**src/rtl/flit_mon_pkg.sv**
```systemverilog
// Shared types, widths and helpers for the flit sink monitor.
// Holds the FSM state enum, counter widths and the saturating adder.
package flit_mon_pkg;

  localparam int CNT_W = 32;
  localparam int LEN_W = 16;

  typedef enum logic [1:0] {
    ST_IDLE = 2'd0,
    ST_RECV = 2'd1,
    ST_GAP  = 2'd2
  } state_e;

  // Add b to a, clamping at all-ones instead of wrapping.
  function automatic logic [CNT_W-1:0] sat_add(
    input logic [CNT_W-1:0] a,
    input logic [CNT_W-1:0] b
  );
    logic [CNT_W:0] s;
    s = {1'b0, a} + {1'b0, b};
    return s[CNT_W] ? {CNT_W{1'b1}} : s[CNT_W-1:0];
  endfunction

  function automatic logic [CNT_W-1:0] sat_inc(
    input logic [CNT_W-1:0] a
  );
    return sat_add(a, CNT_W'(1));
  endfunction

endpackage

```
**src/rtl/flit_sink_monitor_popcount.sv**
```systemverilog
// Combinational population count of an N-bit word.
// Ports: data_i (N bits in), count_o (clog2(N+1) bits out).
module flit_popcount #(
  parameter int N = 21
) (
  input  logic [N-1:0]             data_i,
  output logic [$clog2(N+1)-1:0]   count_o
);

  localparam int CW = $clog2(N+1);

  always_comb begin
    count_o = '0;
    for (int i = 0; i < N; i++) begin
      count_o = count_o + CW'(data_i[i]);
    end
  end

endmodule

```
**src/rtl/flit_sink_monitor.sv**
```systemverilog
// Packet framing and statistics monitor for a flit stream sink.
// Ports: clk, rst_n (async low), clear, in_valid, in_data[N] in;
//   pkt_done, pkt_len[16], len_err, pkt_count, flit_count,
//   toggle_count (32 each), busy out.
// Define FLIT_MON_TOGGLE_EN to build bit-toggle counting.
module flit_sink_monitor
  import flit_mon_pkg::*;
#(
  parameter int N       = 21,
  parameter int PAYLOAD = 20,
  parameter int GAP_MIN = 7
) (
  input  logic             clk,
  input  logic             rst_n,
  input  logic             clear,
  input  logic             in_valid,
  input  logic [N-1:0]     in_data,
  output logic             pkt_done,
  output logic [LEN_W-1:0] pkt_len,
  output logic             len_err,
  output logic [CNT_W-1:0] pkt_count,
  output logic [CNT_W-1:0] flit_count,
  output logic [CNT_W-1:0] toggle_count,
  output logic             busy
);

  localparam logic [7:0] GAP_LAST = 8'(GAP_MIN - 1);
  localparam logic [LEN_W-1:0] PAY_LEN = LEN_W'(PAYLOAD);

  state_e           state_q, state_d;
  logic [LEN_W-1:0] len_q, len_d, len_inc;
  logic [7:0]       gap_q, gap_d;
  logic             close;

  assign len_inc = (len_q == {LEN_W{1'b1}}) ? len_q
                                            : len_q + 1'b1;

  always_comb begin
    state_d = state_q;
    len_d   = len_q;
    gap_d   = gap_q;
    close   = 1'b0;
    unique case (state_q)
      ST_IDLE: begin
        if (in_valid) begin
          state_d = ST_RECV;
          len_d   = LEN_W'(1);
        end
      end
      ST_RECV: begin
        if (in_valid) begin
          len_d = len_inc;
        end else if (GAP_MIN == 1) begin
          // A single idle cycle already closes the packet.
          state_d = ST_IDLE;
          close   = 1'b1;
        end else begin
          state_d = ST_GAP;
          gap_d   = 8'd1;
        end
      end
      ST_GAP: begin
        if (in_valid) begin
          state_d = ST_RECV;
          len_d   = len_inc;
          gap_d   = '0;
        end else if (gap_q == GAP_LAST) begin
          state_d = ST_IDLE;
          gap_d   = '0;
          close   = 1'b1;
        end else begin
          gap_d = gap_q + 8'd1;
        end
      end
      default: begin
        state_d = ST_IDLE;
      end
    endcase
  end

  always_ff @(posedge clk or negedge rst_n) begin
    if (!rst_n) begin
      state_q <= ST_IDLE;
      len_q   <= '0;
      gap_q   <= '0;
    end else begin
      state_q <= state_d;
      len_q   <= len_d;
      gap_q   <= gap_d;
    end
  end

  logic             done_q;
  logic [LEN_W-1:0] plen_q, plen_d;
  logic             lerr_q, lerr_d;
  logic [CNT_W-1:0] pcnt_q, pcnt_d;
  logic [CNT_W-1:0] fcnt_q, fcnt_d;

  // clear overrides any same-cycle update; pkt_done is not a statistic.
  always_comb begin
    plen_d = plen_q;
    lerr_d = lerr_q;
    pcnt_d = pcnt_q;
    fcnt_d = fcnt_q;
    if (clear) begin
      plen_d = '0;
      lerr_d = 1'b0;
      pcnt_d = '0;
      fcnt_d = '0;
    end else begin
      if (close) begin
        plen_d = len_q;
        pcnt_d = sat_inc(pcnt_q);
        if (len_q != PAY_LEN) lerr_d = 1'b1;
      end
      if (in_valid) fcnt_d = sat_inc(fcnt_q);
    end
  end

  always_ff @(posedge clk or negedge rst_n) begin
    if (!rst_n) begin
      done_q <= 1'b0;
      plen_q <= '0;
      lerr_q <= 1'b0;
      pcnt_q <= '0;
      fcnt_q <= '0;
    end else begin
      done_q <= close;
      plen_q <= plen_d;
      lerr_q <= lerr_d;
      pcnt_q <= pcnt_d;
      fcnt_q <= fcnt_d;
    end
  end

`ifdef FLIT_MON_TOGGLE_EN
  localparam int PCW = $clog2(N+1);

  logic [N-1:0]     prev_q, prev_d;
  logic [CNT_W-1:0] tog_q, tog_d;
  logic [PCW-1:0]   flips;

  flit_popcount #(.N(N)) u_pop (
    .data_i  (in_data ^ prev_q),
    .count_o (flips)
  );

  always_comb begin
    prev_d = prev_q;
    tog_d  = tog_q;
    if (clear) begin
      prev_d = '0;
      tog_d  = '0;
    end else if (in_valid) begin
      prev_d = in_data;
      tog_d  = sat_add(tog_q, CNT_W'(flips));
    end
  end

  always_ff @(posedge clk or negedge rst_n) begin
    if (!rst_n) begin
      prev_q <= '0;
      tog_q  <= '0;
    end else begin
      prev_q <= prev_d;
      tog_q  <= tog_d;
    end
  end

  assign toggle_count = tog_q;
`else
  // Flit data only feeds toggle counting.
  logic unused_data;
  assign unused_data  = ^in_data;
  assign toggle_count = '0;
`endif

  assign pkt_done   = done_q;
  assign pkt_len    = plen_q;
  assign len_err    = lerr_q;
  assign pkt_count  = pcnt_q;
  assign flit_count = fcnt_q;
  assign busy       = (state_q != ST_IDLE);

endmodule

```
**config.mk**
```make
export PLATFORM = sky130hd
export DESIGN_NAME = flit_sink_monitor
export DESIGN_NICKNAME = d
export VERILOG_FILES = /design/src/rtl/flit_mon_pkg.sv /design/src/rtl/flit_sink_monitor_popcount.sv /design/src/rtl/flit_sink_monitor.sv
export SDC_FILE = /design/constraint.sdc
export NUM_CORES = 1
export LEC_CHECK = 0
export CAP_MARGIN = 20
export CORE_MARGIN = 2
export CORE_UTILIZATION = 64
export DETAILED_ROUTE_END_ITERATION = 12
export DONT_BUFFER_PORTS = 1
export PLACE_DENSITY = 0.82
export SLEW_MARGIN = 20
export SYNTH_ARGS = -nofsm -noshare
export SYNTH_HDL_FRONTEND = slang
export SYNTH_HIERARCHICAL = 1
export SYNTH_SLANG_ARGS = --single-unit
```
**constraint.sdc**
```tcl
create_clock -name clk -period 3.1 [get_ports clk]
set_input_delay 0.62 -clock clk [delete_from_list [all_inputs] [get_ports clk]]
set_output_delay 0.62 -clock clk [all_outputs]
set_load 0.02 [all_outputs]
```
* After elaboration in Yosys (flattened, before gate mapping)
Cells that the tools add are included.
Cells by class: reduce and logical (&&, ||, !) cells 12, eq/ne operators 10, $add $sub $neg 4, mux-type cells 27
Operators by type and width (number):
- 32-bit 2-to-1 mux | 6
- 16-bit 2-to-1 mux | 5
- 32-bit by 1-bit adder with 33-bit output (second input constant) | 2
- 16-bit one-hot mux with 2 select lines | 1
- 8-bit 2-to-1 mux | 3
- 16-bit by 1-bit adder with 16-bit output (second input constant) | 1
- 16-bit equality test (second input constant) | 1
- 16-bit by 5-bit != test with 1-bit output (second input constant) | 1
- 8-bit one-hot mux with 2 select lines | 1
- 2-bit nonzero test | 6
- 8-bit by 1-bit adder with 8-bit output (second input constant) | 1
- 8-bit by 3-bit equality test with 1-bit output (second input constant) | 1
- 2-bit 2-to-1 mux | 4
- 1-bit 2-to-1 mux | 6
- 2-bit != test (second input constant) | 3
- 2-bit one-hot mux with 3 select lines | 1
- 2-bit AND reduction | 2
- 4-bit AND reduction | 1
- 3-bit != test (second input constant) | 1
- 3-bit AND reduction | 1
- 2-bit by 1-bit equality test with 1-bit output (second input constant) | 1
- 2-bit equality test (second input constant) | 1
- 2-bit logical NOT | 1
- 2-bit by 1-bit != test with 1-bit output (second input constant) | 1
- 2-bit OR reduction | 1
Word-level totals: register bits 108, output and inout port bits 115, bits of input ports 25

* Longest topological paths before layout
Gate-level depths: netlist of the first run.
depth after elaboration 6, depth in mapped cells 9, depth with buffers taken out 8

* Worst setup path after synthesis of the first run
No wires, ideal clock.
kind input-to-reg, start point in in_valid, end point reg pcnt_q[18], in the netlist pkt_count[18], data arrival time 2.149 ns, library setup time 0.136 ns, path buffers 2, cell stages on the path 7, slack 0.816 ns, required time 2.964 ns, path through clkbuf_1 -> nand2b_1 -> or3_1 -> clkbuf_1 -> nor3_1 -> and4b_1 -> nor3_1
On the way: cells in the longest elaborated chain, start to end 3
RTL lines:
- start: declaration | RTL line flit_sink_monitor.sv:16 | input logic in_valid,
- 1-bit 2-to-1 mux | RTL line flit_sink_monitor.sv:63 | if (in_valid) begin
- 1-bit 2-to-1 mux | RTL line flit_sink_monitor.sv:43 | unique case (state_q)
- 2-bit nonzero test (no line)
- end signal: assignment | RTL line flit_sink_monitor.sv:131 | pcnt_q <= pcnt_d;
- end: declaration | RTL line flit_sink_monitor.sv:96 | logic [CNT_W-1:0] pcnt_q, pcnt_d;
Every way passes these cells. A chain may end at the register's enable or synchronous reset.

* Final worst setup path of the first run
start point reg pcnt_q[10], in the netlist pkt_count[10], end point reg pcnt_q[7], in the netlist pkt_count[7]
On the way: cells in the longest elaborated chain, start to end 4
RTL lines:
- 32-bit by 1-bit adder with 33-bit output | RTL line flit_mon_pkg.sv:20 | s = {1'b0, a} + {1'b0, b};
- 32-bit 2-to-1 mux | RTL line flit_mon_pkg.sv:21 | return s[CNT_W] ? {CNT_W{1'b1}} : s[CNT_W-1:0];
- 32-bit 2-to-1 mux | RTL line flit_sink_monitor.sv:111 | if (close) begin
- 32-bit 2-to-1 mux | RTL line flit_sink_monitor.sv:105 | if (clear) begin
Every way passes these cells. The select of a mux whose other input is x is not followed.

==> results of run 1 <==
==> power by group <==
part / internal, W / switching, W
sequential: 0.00145 / 0.0000614
clock: 0.000388 / 0.000513
combinational: 0.000175 / 0.000309
total: 0.00201 / 0.000884
==> final cells by class <==
class | count | area, sq um | share of cell area
Clock buffer | 9 | 124 | 0.0194
Clock inverter | 7 | 82.6 | 0.0129
Inverter | 20 | 75.1 | 0.0118
Multi-Input combinational cell | 531 | 3130 | 0.490
Sequential cell | 108 | 2700 | 0.424
Tap cell | 129 | 161 | 0.0253
Timing Repair Buffer | 14 | 105 | 0.0165
==> per-stage QoR <==
stage                util  instance area [sq um]  hold WS, ns  setup WS (ns)  total power, W
floorplan               -                   6270        0.324          0.816         0.00194
global placement    0.665                   6170        0.327          0.468         0.00198
detailed placement  0.665                   6170        0.327          0.410         0.00201
CTS                 0.687                   6380      -0.0853          0.388         0.00290
global route        0.687                   6380      -0.0977          0.191         0.00304
finish              0.687                   6380      -0.0778          0.339         0.00290
==> what timing repair did <==
item,4_1_cts,5_1_grt
hold endpoints to repair,108,108
buffers inserted,0,0
resized for setup,0,0
==> registers in the layout, indices dropped and copies added (netlist names) <==
register	flops
flit_count	32
pkt_count	32
len_q	16
pkt_len	16
gap_q	8
state_q	2
len_err	1
pkt_done	1
==> cells in the final DEF, fill, tap and decap left out, types with 6 or more instances in the layout <==
master,n
conb_1,32
dfrtp_1,108
a41oi_1,8
a311oi_1,10
o21ai_0,25
or3_1,10
xor2_1,6
nor2_1,51
nor3_1,42
nand3_1,22
buf_4,14
ha_1,10
o31ai_1,6
a21oi_1,41
and3_1,26
clkbuf_8,9
nand4_1,18
and4_1,12
a31oi_1,24
and2_1,8
nand2_1,71
nor4_1,12
inv_1,18
a211oi_1,12
o21a_1,9
o21bai_1,9
==> kinds of logic (layout without fill, tap and decap cells) <==
| family | count (synthesis) | count (layout) | synth area share |
|---|---|---|---|
| multiplexers | 6 | 6 | 0.00996 |
| AND/OR/NAND/NOR | 304 | 304 | 0.263 |
| XOR/XNOR | 8 | 8 | 0.0114 |
| adder cells (fa/ha/maj) | 10 | 10 | 0.0203 |
| other | 1 | 32 | 0.000609 |
| flip-flops | 108 | 108 | 0.439 |
| AO/OA/AOI/OAI | 171 | 171 | 0.184 |
| buffers and inverters | 82 | 50 | 0.0719 |
==> metal layers <==
metal,global-route usage,up-vias,part of all wire
li1,-,2485,-
met1,0.379,2627,0.41
met2,0.486,215,0.50
met3,0.0438,23,0.072
met4,0.105,0,0.016
met5,0,-,0
==> worst max-delay path, delay by kind of cell (launching register included) <==
kind	cells	cell delay [ns]
AOI/OAI and AO/OA	1	0.62
DFF	1	0.57
and+or+nand+nor	4	1.48
==> worst paths after layout <==
kind | start | end | slack [ns] | depth (start not counted)
setup / recovery | pkt_count[10] | pkt_count[7] | 0.34 | 5
hold reg to reg | len_q[4] | len_q[4] | 0.55 | 1
max in group asynchronous | rst_n | pkt_len[8] | 3.01 | 0
min in group clk | clear | pkt_count[0] | 0.30 | 1
setup reg to reg | pkt_count[10] | pkt_count[7] | 0.34 | 5
hold / removal | rst_n | pkt_count[19] | -0.08 | 0
==> flow_metrics.py, run 1 <==
metrics = {
    "setup_path": {
        "crit_required_ns": 3.39,
        "slowest_delay_ns": 0.76,
        "crit_fanout": 12,
        "worst_setup_path_end_kind": "flip-flop",
        "cp_cell_sequence": "nand4_1 -> or4_1 -> o41a_1 -> and3_1 -> nor4_2",
        "crit_arrival_ns": 3.05,
        "critPathKind": "flip-flop to flip-flop",
        "startpoint_type": "flip-flop",
        "slowest_stage": "or4_1",
    },
    "placement": {
        "placedCellCount": 802,
        "dp_hpwl_mm": 9.91,
        "place_congestion": 0.956,
        "numPortBuffers": 0,
    },
    "logic_synthesis": {
        "ys_seq_elements": 108,
        "yosysTopAreaCell": "dfrtp_1",
        "netlist_area_sq_mm": 0.00616,
        "synth_edf_count": 0,
        "yosysWarnings": 6,
        "synthArstFlopShare": 1.00,
        "synth_commonest_cells": "dfrtp_1, nand2_1, nor2_1",
        "syn_avg_cell_area_sq_um": 8.93,
        "seq_area_frac_synth": 0.439,
        "synthDistinctLibCells": 64,
        "yosysTopAreaCellShare": 0.439,
        "synth.most_common_cell": "dfrtp_1",
        "syn_inst": 690,
        "synth.area.top_cells": "dfrtp_1, nand2_1, buf_4",
        "synth_flop_cell": "dfrtp_1",
    },
    "global_route": {
        "grt_max_degree": 109,
        "grt_use_total": 0.288,
        "antenna_found_initial": 0,
        "grt_pass1_vias": 5156,
        "overflow": 0,
        "grt_pass1_wl_mm": 24.4,
    },
    "drt": {
        "vias_per_cell": 6.54,
        "vias": 5350,
        "wire_per_inst_um": 17.7,
        "antenna_left": 0,
        "drtIter0Drc": 381,
        "route.detailed.drc": 0,
        "drt-total-wl_mm": 14.5,
        "first_pass_iters": 5,
    },
    "cells_and_area": {
        "antennaDiodeCount": 0,
        "final_cells": 818,
        "fillers": 747,
        "nets": 719,
        "area_growth_pct": 3.60,
        "drive_gt1_frac": 0.0682,
    },
    "sta": {
        "fin_setup_tns_ns": 0,
        "hold_violations": 108,
        "fmax_ghz": 0.362,
        "max_slew_margin": 0.405,
        "rsz0062_at_grt": "false",
        "fin_hold_ws_ns": -0.0778,
        "worst_slew_pin_slew_ns": 0.881,
        "period_minus_slack_ns": 2.76,
        "final.period_utilization": 0.891,
        "clock_skew_ns": 0.0184,
        "slew_violations": 0,
        "setup_viol": 0,
    },
    "clocking": {
        "ctsRootBufferMaster": "clkbuf_8",
        "numClockSinks": 108,
        "clock_path_buffers": 2,
        "cts_htree_levels": 3,
        "cts_inserted_buffers": 9,
        "worstSkewPairLatency_ns": 0.37,
        "tritoncts": "yes",
        "clkTransAtPathRegs_ns": 0.12,
    },
    "floorplan": {
        "die_w_um": 102,
        "core-area_sq_mm": 0.00928,
        "fp-row-count": 35,
        "dieArea_sq_mm": 0.0104,
        "pin_count": 140,
        "fp.dieH_um": 102,
        "initial_core_util": 0.663,
    },
    "worst_hold_path": {
        "hold_path.class": "input port to async pin",
    },
    "run_status": {
        "status": "complete, but fails checks",
        "violations": "hold timing",
    },
    "pwr": {
        "power_leakage_nw": 2.64,
        "powerDensity_mw_per_mm2": 454,
        "ir_worst_vdd_v": 0.000298,
    },
    "run": {
        "cap_viol_max_count": 0,
    },
}
Note: power is estimated with default switching activity, not from simulation.
==> inputs of run 2 (changes only) <==
--- a/config.mk
+++ b/config.mk
@@ -7,10 +7,10 @@
 export LEC_CHECK = 0
 export CAP_MARGIN = 20
 export CORE_MARGIN = 2
-export CORE_UTILIZATION = 64
+export CORE_UTILIZATION = 29
 export DETAILED_ROUTE_END_ITERATION = 12
 export DONT_BUFFER_PORTS = 1
-export PLACE_DENSITY = 0.82
+export PLACE_DENSITY = 0.45
 export SLEW_MARGIN = 20
 export SYNTH_ARGS = -nofsm -noshare
 export SYNTH_HDL_FRONTEND = slang
==> flow_metrics.py, run 2 (synthesis gave the netlist of run 1 again) <==
metrics = {
    "setup_path": {
        "reg2reg_to": "pkt_count[7]",
        "crit_required_ns": 3.34,
        "startpoint_type": "flip-flop",
        "r2r_cells": 8,
        "worst_setup_path_end_kind": "flip-flop",
        "worstReg2RegStart": "state_q[0]",
        "crit_fanout": 17,
        "r2r_setup_slack_ns": 0.30,
        "critPathKind": "flip-flop to flip-flop",
        "crit_arrival_ns": 3.04,
    },
    "global_route": {
        "antenna_found_initial": 0,
        "grt_pass1_wl_mm": 27.0,
        "overflow": 0,
        "grt_use_total": 0.152,
        "grt_max_degree": 109,
        "grt_pass1_vias": 5014,
    },
    "placement": {
        "dp_hpwl_mm": 11.4,
        "place_congestion": 0.829,
        "numPortBuffers": 0,
        "placedCellCount": 950,
    },
    "sta": {
        "hold_violations": 92,
        "rsz0062_at_grt": "false",
        "fin_hold_ws_ns": -0.0309,
        "fmax_ghz": 0.357,
        "clock_skew_ns": 0.00853,
        "worst_slew_pin_slew_ns": 0.974,
        "slew_violations": 0,
        "fin_setup_tns_ns": 0,
        "final.period_utilization": 0.905,
        "max_slew_margin": 0.342,
        "setup_viol": 0,
        "period_minus_slack_ns": 2.80,
    },
    "pwr": {
        "ir_worst_vdd_v": 0.000228,
        "p_total_w": 0.00320,
        "powerDensity_mw_per_mm2": 479,
        "power_leakage_nw": 2.69,
    },
    "floorplan": {
        "dieArea_sq_mm": 0.0224,
        "fp-row-count": 53,
        "pin_count": 140,
        "fp.dieH_um": 150,
        "die_w_um": 150,
        "core-area_sq_mm": 0.0210,
        "initial_core_util": 0.294,
    },
    "clocking": {
        "cts_inserted_buffers": 9,
        "tritoncts": "yes",
        "cts_htree_levels": 3,
        "numClockSinks": 108,
        "ctsRootBufferMaster": "clkbuf_16",
        "clock_path_buffers": 2,
        "worstSkewPairLatency_ns": 0.35,
        "cts_setup_buffers": 0,
        "cts.repair.resized": 0,
        "clkTransAtPathRegs_ns": 0.07,
    },
    "cells_and_area": {
        "final_cells": 966,
        "layout_commonest_cell": "dfrtp_1",
        "final_cell_mix": "dfrtp_1, nand2_1, nor2_1",
        "antennaDiodeCount": 0,
        "drive_gt1_frac": 0.0651,
        "area_growth_pct": 8.29,
        "nets": 721,
    },
    "run_status": {
        "violations": "hold timing",
        "status": "complete, but fails checks",
    },
    "run": {
        "cap_viol_max_count": 0,
    },
    "drt": {
        "vias_per_cell": 5.44,
        "route.detailed.drc": 0,
        "antenna_left": 0,
        "drtIter0Drc": 324,
        "drt-total-wl_mm": 16.9,
        "vias": 5253,
        "first_pass_iters": 7,
        "wire_per_inst_um": 17.5,
    },
    "worst_hold_path": {
        "hold_path.class": "input port to async pin",
    },
}
==> run 2: cell count changes in the layout (fill, tap and decap cells not counted), sizes merged <==
cell      previous run  this run
buf                 14        16
clkbuf               9        15
clkinvlp             2         0
inv                 22        18
==> run 2: cell type report <==
type                            count  area (sq um)
Clock buffer                       15           268
Clock inverter                      1          30.0
Fill cell                        2224         14300
Inverter                           20          75.1
Multi-Input combinational cell    531          3130
Sequential cell                   108          2700
Tap cell                          275           344
Timing Repair Buffer               16           120
==> run 2: through the flow <==
step	setup WS [ns]	utilization	hold WS (ns)	cell area, sq um
finish	0.295	0.318	-0.0309	6670
global route	0.134	0.318	-0.0611	6670
CTS	0.336	0.318	-0.0571	6670
detailed placement	0.363	0.304	0.331	6370
global placement	0.407	0.304	0.331	6370
floorplan	0.816	-	0.324	6270
==> run 2: critical path, stage by stage, from the launching register on <==
cell,delay (ns)
dfrtp_1,0.42
inv_1,0.11
ha_1,0.27
nand2b_1,0.11
or3_1,0.68
clkinv_1,0.18
o41a_1,0.58
and3_1,0.28
nor4_2,0.05
==> run 2: report_power, final <==
| part | internal, W | switching, W |
|---|---|---|
| clock | 0.000674 | 0.000530 |
| sequential | 0.00145 | 0.0000630 |
| combinational | 0.000174 | 0.000305 |
| total | 0.00230 | 0.000898 |
==> run 2: worst max-delay path by stage <==
| stage | startpoint | to | cells past startpoint |
|---|---|---|---|
| 6_report | state_q[0] | pkt_count[7] | 8 |
| 5_1_grt | state_q[0] | pkt_count[7] | 8 |
| 4_1_cts | state_q[0] | pkt_count[7] | 8 |
| 3_5_place_dp | state_q[0] | pkt_count[7] | 8 |
| 3_3_place_gp | state_q[0] | pkt_count[27] | 8 |
| 2_1_floorplan | in_valid | pkt_count[18] | 7 |
==> run 2: layer usage <==
| layer | routed length (um) | part of all wire | GRT usage |
|---|---|---|---|
| met1 | 7490 | 0.44 | 0.196 |
| met2 | 8110 | 0.48 | 0.253 |
| met3 | 861 | 0.051 | 0.0268 |
| met4 | 398 | 0.024 | 0.0604 |
| met5 | 0 | 0 | 0 |
==> inputs of run 3 (changes only) <==
--- a/config.mk
+++ b/config.mk
@@ -7,10 +7,11 @@
 export LEC_CHECK = 0
 export CAP_MARGIN = 20
 export CORE_MARGIN = 2
-export CORE_UTILIZATION = 29
+export CORE_UTILIZATION = 55
 export DETAILED_ROUTE_END_ITERATION = 12
 export DONT_BUFFER_PORTS = 1
-export PLACE_DENSITY = 0.45
+export PLACE_DENSITY = 0.72
+export SKIP_LAST_GASP = 1
 export SLEW_MARGIN = 20
 export SYNTH_ARGS = -nofsm -noshare
 export SYNTH_HDL_FRONTEND = slang
==> flow_metrics.py, run 3 (synthesis gave the netlist of run 1 again) <==
metrics = {
    "run_status": {
        "status": "complete, but fails checks",
        "violations": "hold timing",
    },
    "sta": {
        "worst_slew_pin_slew_ns": 0.867,
        "clock_skew_ns": 0.0101,
        "period_minus_slack_ns": 2.72,
        "setup_viol": 0,
        "max_slew_margin": 0.415,
        "fin_setup_tns_ns": 0,
        "fin_hold_ws_ns": -0.0779,
        "hold_violations": 108,
        "rsz0062_at_grt": "false",
        "fmax_ghz": 0.368,
        "final.period_utilization": 0.876,
        "slew_violations": 0,
    },
    "cells_and_area": {
        "nets": 716,
        "drive_gt1_frac": 0.0641,
        "regArea_sq_mm": 0.00270,
        "multi_input_area_sq_mm": 0.00313,
        "final_cell_mix": "dfrtp_1, nand2_1, nor2_1",
        "area_growth_pct": 2.93,
        "antennaDiodeCount": 0,
        "final_area_sq_mm": 0.00634,
        "fillers": 976,
        "layout_commonest_cell": "dfrtp_1",
    },
    "floorplan": {
        "pin_count": 140,
        "core-area_sq_mm": 0.0109,
        "fp-row-count": 38,
        "dieArea_sq_mm": 0.0121,
        "initial_core_util": 0.566,
        "die_w_um": 110,
        "fp.dieH_um": 110,
    },
    "global_route": {
        "antenna_found_initial": 0,
        "grt_pass1_wl_mm": 24.0,
        "grt_use_total": 0.250,
        "grt_max_degree": 109,
        "grt_pass1_vias": 4914,
        "overflow": 0,
    },
    "clocking": {
        "cts.repair.resized": 0,
        "cts_setup_buffers": 0,
        "cts_htree_levels": 3,
        "clock_path_buffers": 2,
        "clkTransAtPathRegs_ns": 0.10,
        "numClockSinks": 108,
        "tritoncts": "yes",
        "ctsRootBufferMaster": "clkbuf_8",
        "cts_inserted_buffers": 9,
        "worstSkewPairLatency_ns": 0.38,
    },
    "pwr": {
        "swShare": 0.313,
        "powerDensity_mw_per_mm2": 441,
        "p_int_w": 0.00192,
        "power_leakage_nw": 2.60,
        "power.share.clock": 0.289,
        "p_switching_w": 0.000875,
        "ir_worst_vdd_v": 0.000284,
        "sequentialPowerShare": 0.541,
        "combPwrFrac": 0.170,
    },
    "placement": {
        "place_congestion": 0.831,
        "placed_cell_area_sq_mm": 0.00616,
        "dp_hpwl_mm": 9.93,
        "numPortBuffers": 0,
    },
    "drt": {
        "antenna_left": 0,
        "route.detailed.drc": 0,
        "vias": 5228,
        "vias_per_cell": 6.33,
        "drt-total-wl_mm": 14.7,
        "first_pass_iters": 6,
        "wire_per_inst_um": 17.7,
        "drtIter0Drc": 401,
    },
    "setup_path": {
        "startpoint": "state_q[0]",
        "r2r_setup_slack_ns": 0.38,
        "worst_setup_path_end_kind": "flip-flop",
        "worstReg2RegStart": "state_q[0]",
        "crit_fanout": 11,
        "startpoint_type": "flip-flop",
        "crit_required_ns": 3.38,
        "crit_arrival_ns": 3.00,
        "critPathKind": "flip-flop to flip-flop",
    },
    "worst_hold_path": {
        "hold_path.class": "input port to async pin",
    },
    "run": {
        "cap_viol_max_count": 0,
    },
}
run 3: cell count changes in the layout (fill, tap and decap cells not counted):
cell        before  now
clkbuf_16        9    0
clkbuf_8         2    9
buf_4           16   11
clkbuf_1         4    0
clkinvlp_4       0    3
clkinv_2         0    2
inv_6            0    2
bufinv_16        1    0
run 3: final timing paths:
kind,end,depth (start not counted)
max reg2reg,pkt_count[30],8
min,pkt_count[1],0
min in group clk,pkt_count[30],1
min reg2reg,gap_q[7],2
max,pkt_count[30],8
max in group asynchronous,state_q[1],0
run 3: routing by layer:
metal | global-route usage | vias up | wire length (um)
li1 | - | 2482 | -
met1 | 0.334 | 2528 | 6250
met2 | 0.408 | 196 | 7110
met3 | 0.0563 | 22 | 1110
met4 | 0.0759 | 0 | 189
met5 | 0 | - | 0
run 3: final cells by class:
type | count | share of cell area
Inverter | 20 | 0.0118
Sequential cell | 108 | 0.426
Timing Repair Buffer | 11 | 0.0130
Clock buffer | 9 | 0.0195
Multi-Input combinational cell | 531 | 0.494
Clock inverter | 7 | 0.00790
Tap cell | 140 | 0.0276
run 3: stage by stage:
step	hold WS [ns]	setup WS (ns)	util	total power, W	cells
6_report	-0.0779	0.383	0.582	0.00280	826
5_1_grt	-0.104	0.168	0.582	0.00294	826
4_1_cts	-0.0996	0.400	0.582	0.00281	826
3_5_place_dp	0.327	0.418	0.566	0.00201	810
3_3_place_gp	0.327	0.442	0.566	0.00199	810
2_1_floorplan	0.324	0.816	-	0.00194	721
run 3: critical path: stages (launching register included):
cell	delay (ns)
dfrtp_1	0.43
inv_1	0.11
ha_1	0.27
nand2b_1	0.12
or3_1	0.59
buf_4	0.27
nor4_2	0.51
and4b_1	0.27
nor3_1	0.05
run 3: power groups by stage:
| stage | clock, W | sequential (W) | combinational (W) |
|---|---|---|---|
| 6_report | 0.000808 | 0.00151 | 0.000476 |
| 5_1_grt | 0.000887 | 0.00152 | 0.000533 |
| 3_5_place_dp | 0 | 0.00154 | 0.000473 |
| 3_3_place_gp | 0 | 0.00153 | 0.000452 |
| 4_1_cts | 0.000824 | 0.00151 | 0.000474 |
| 2_1_floorplan | 0 | 0.00152 | 0.000418 |
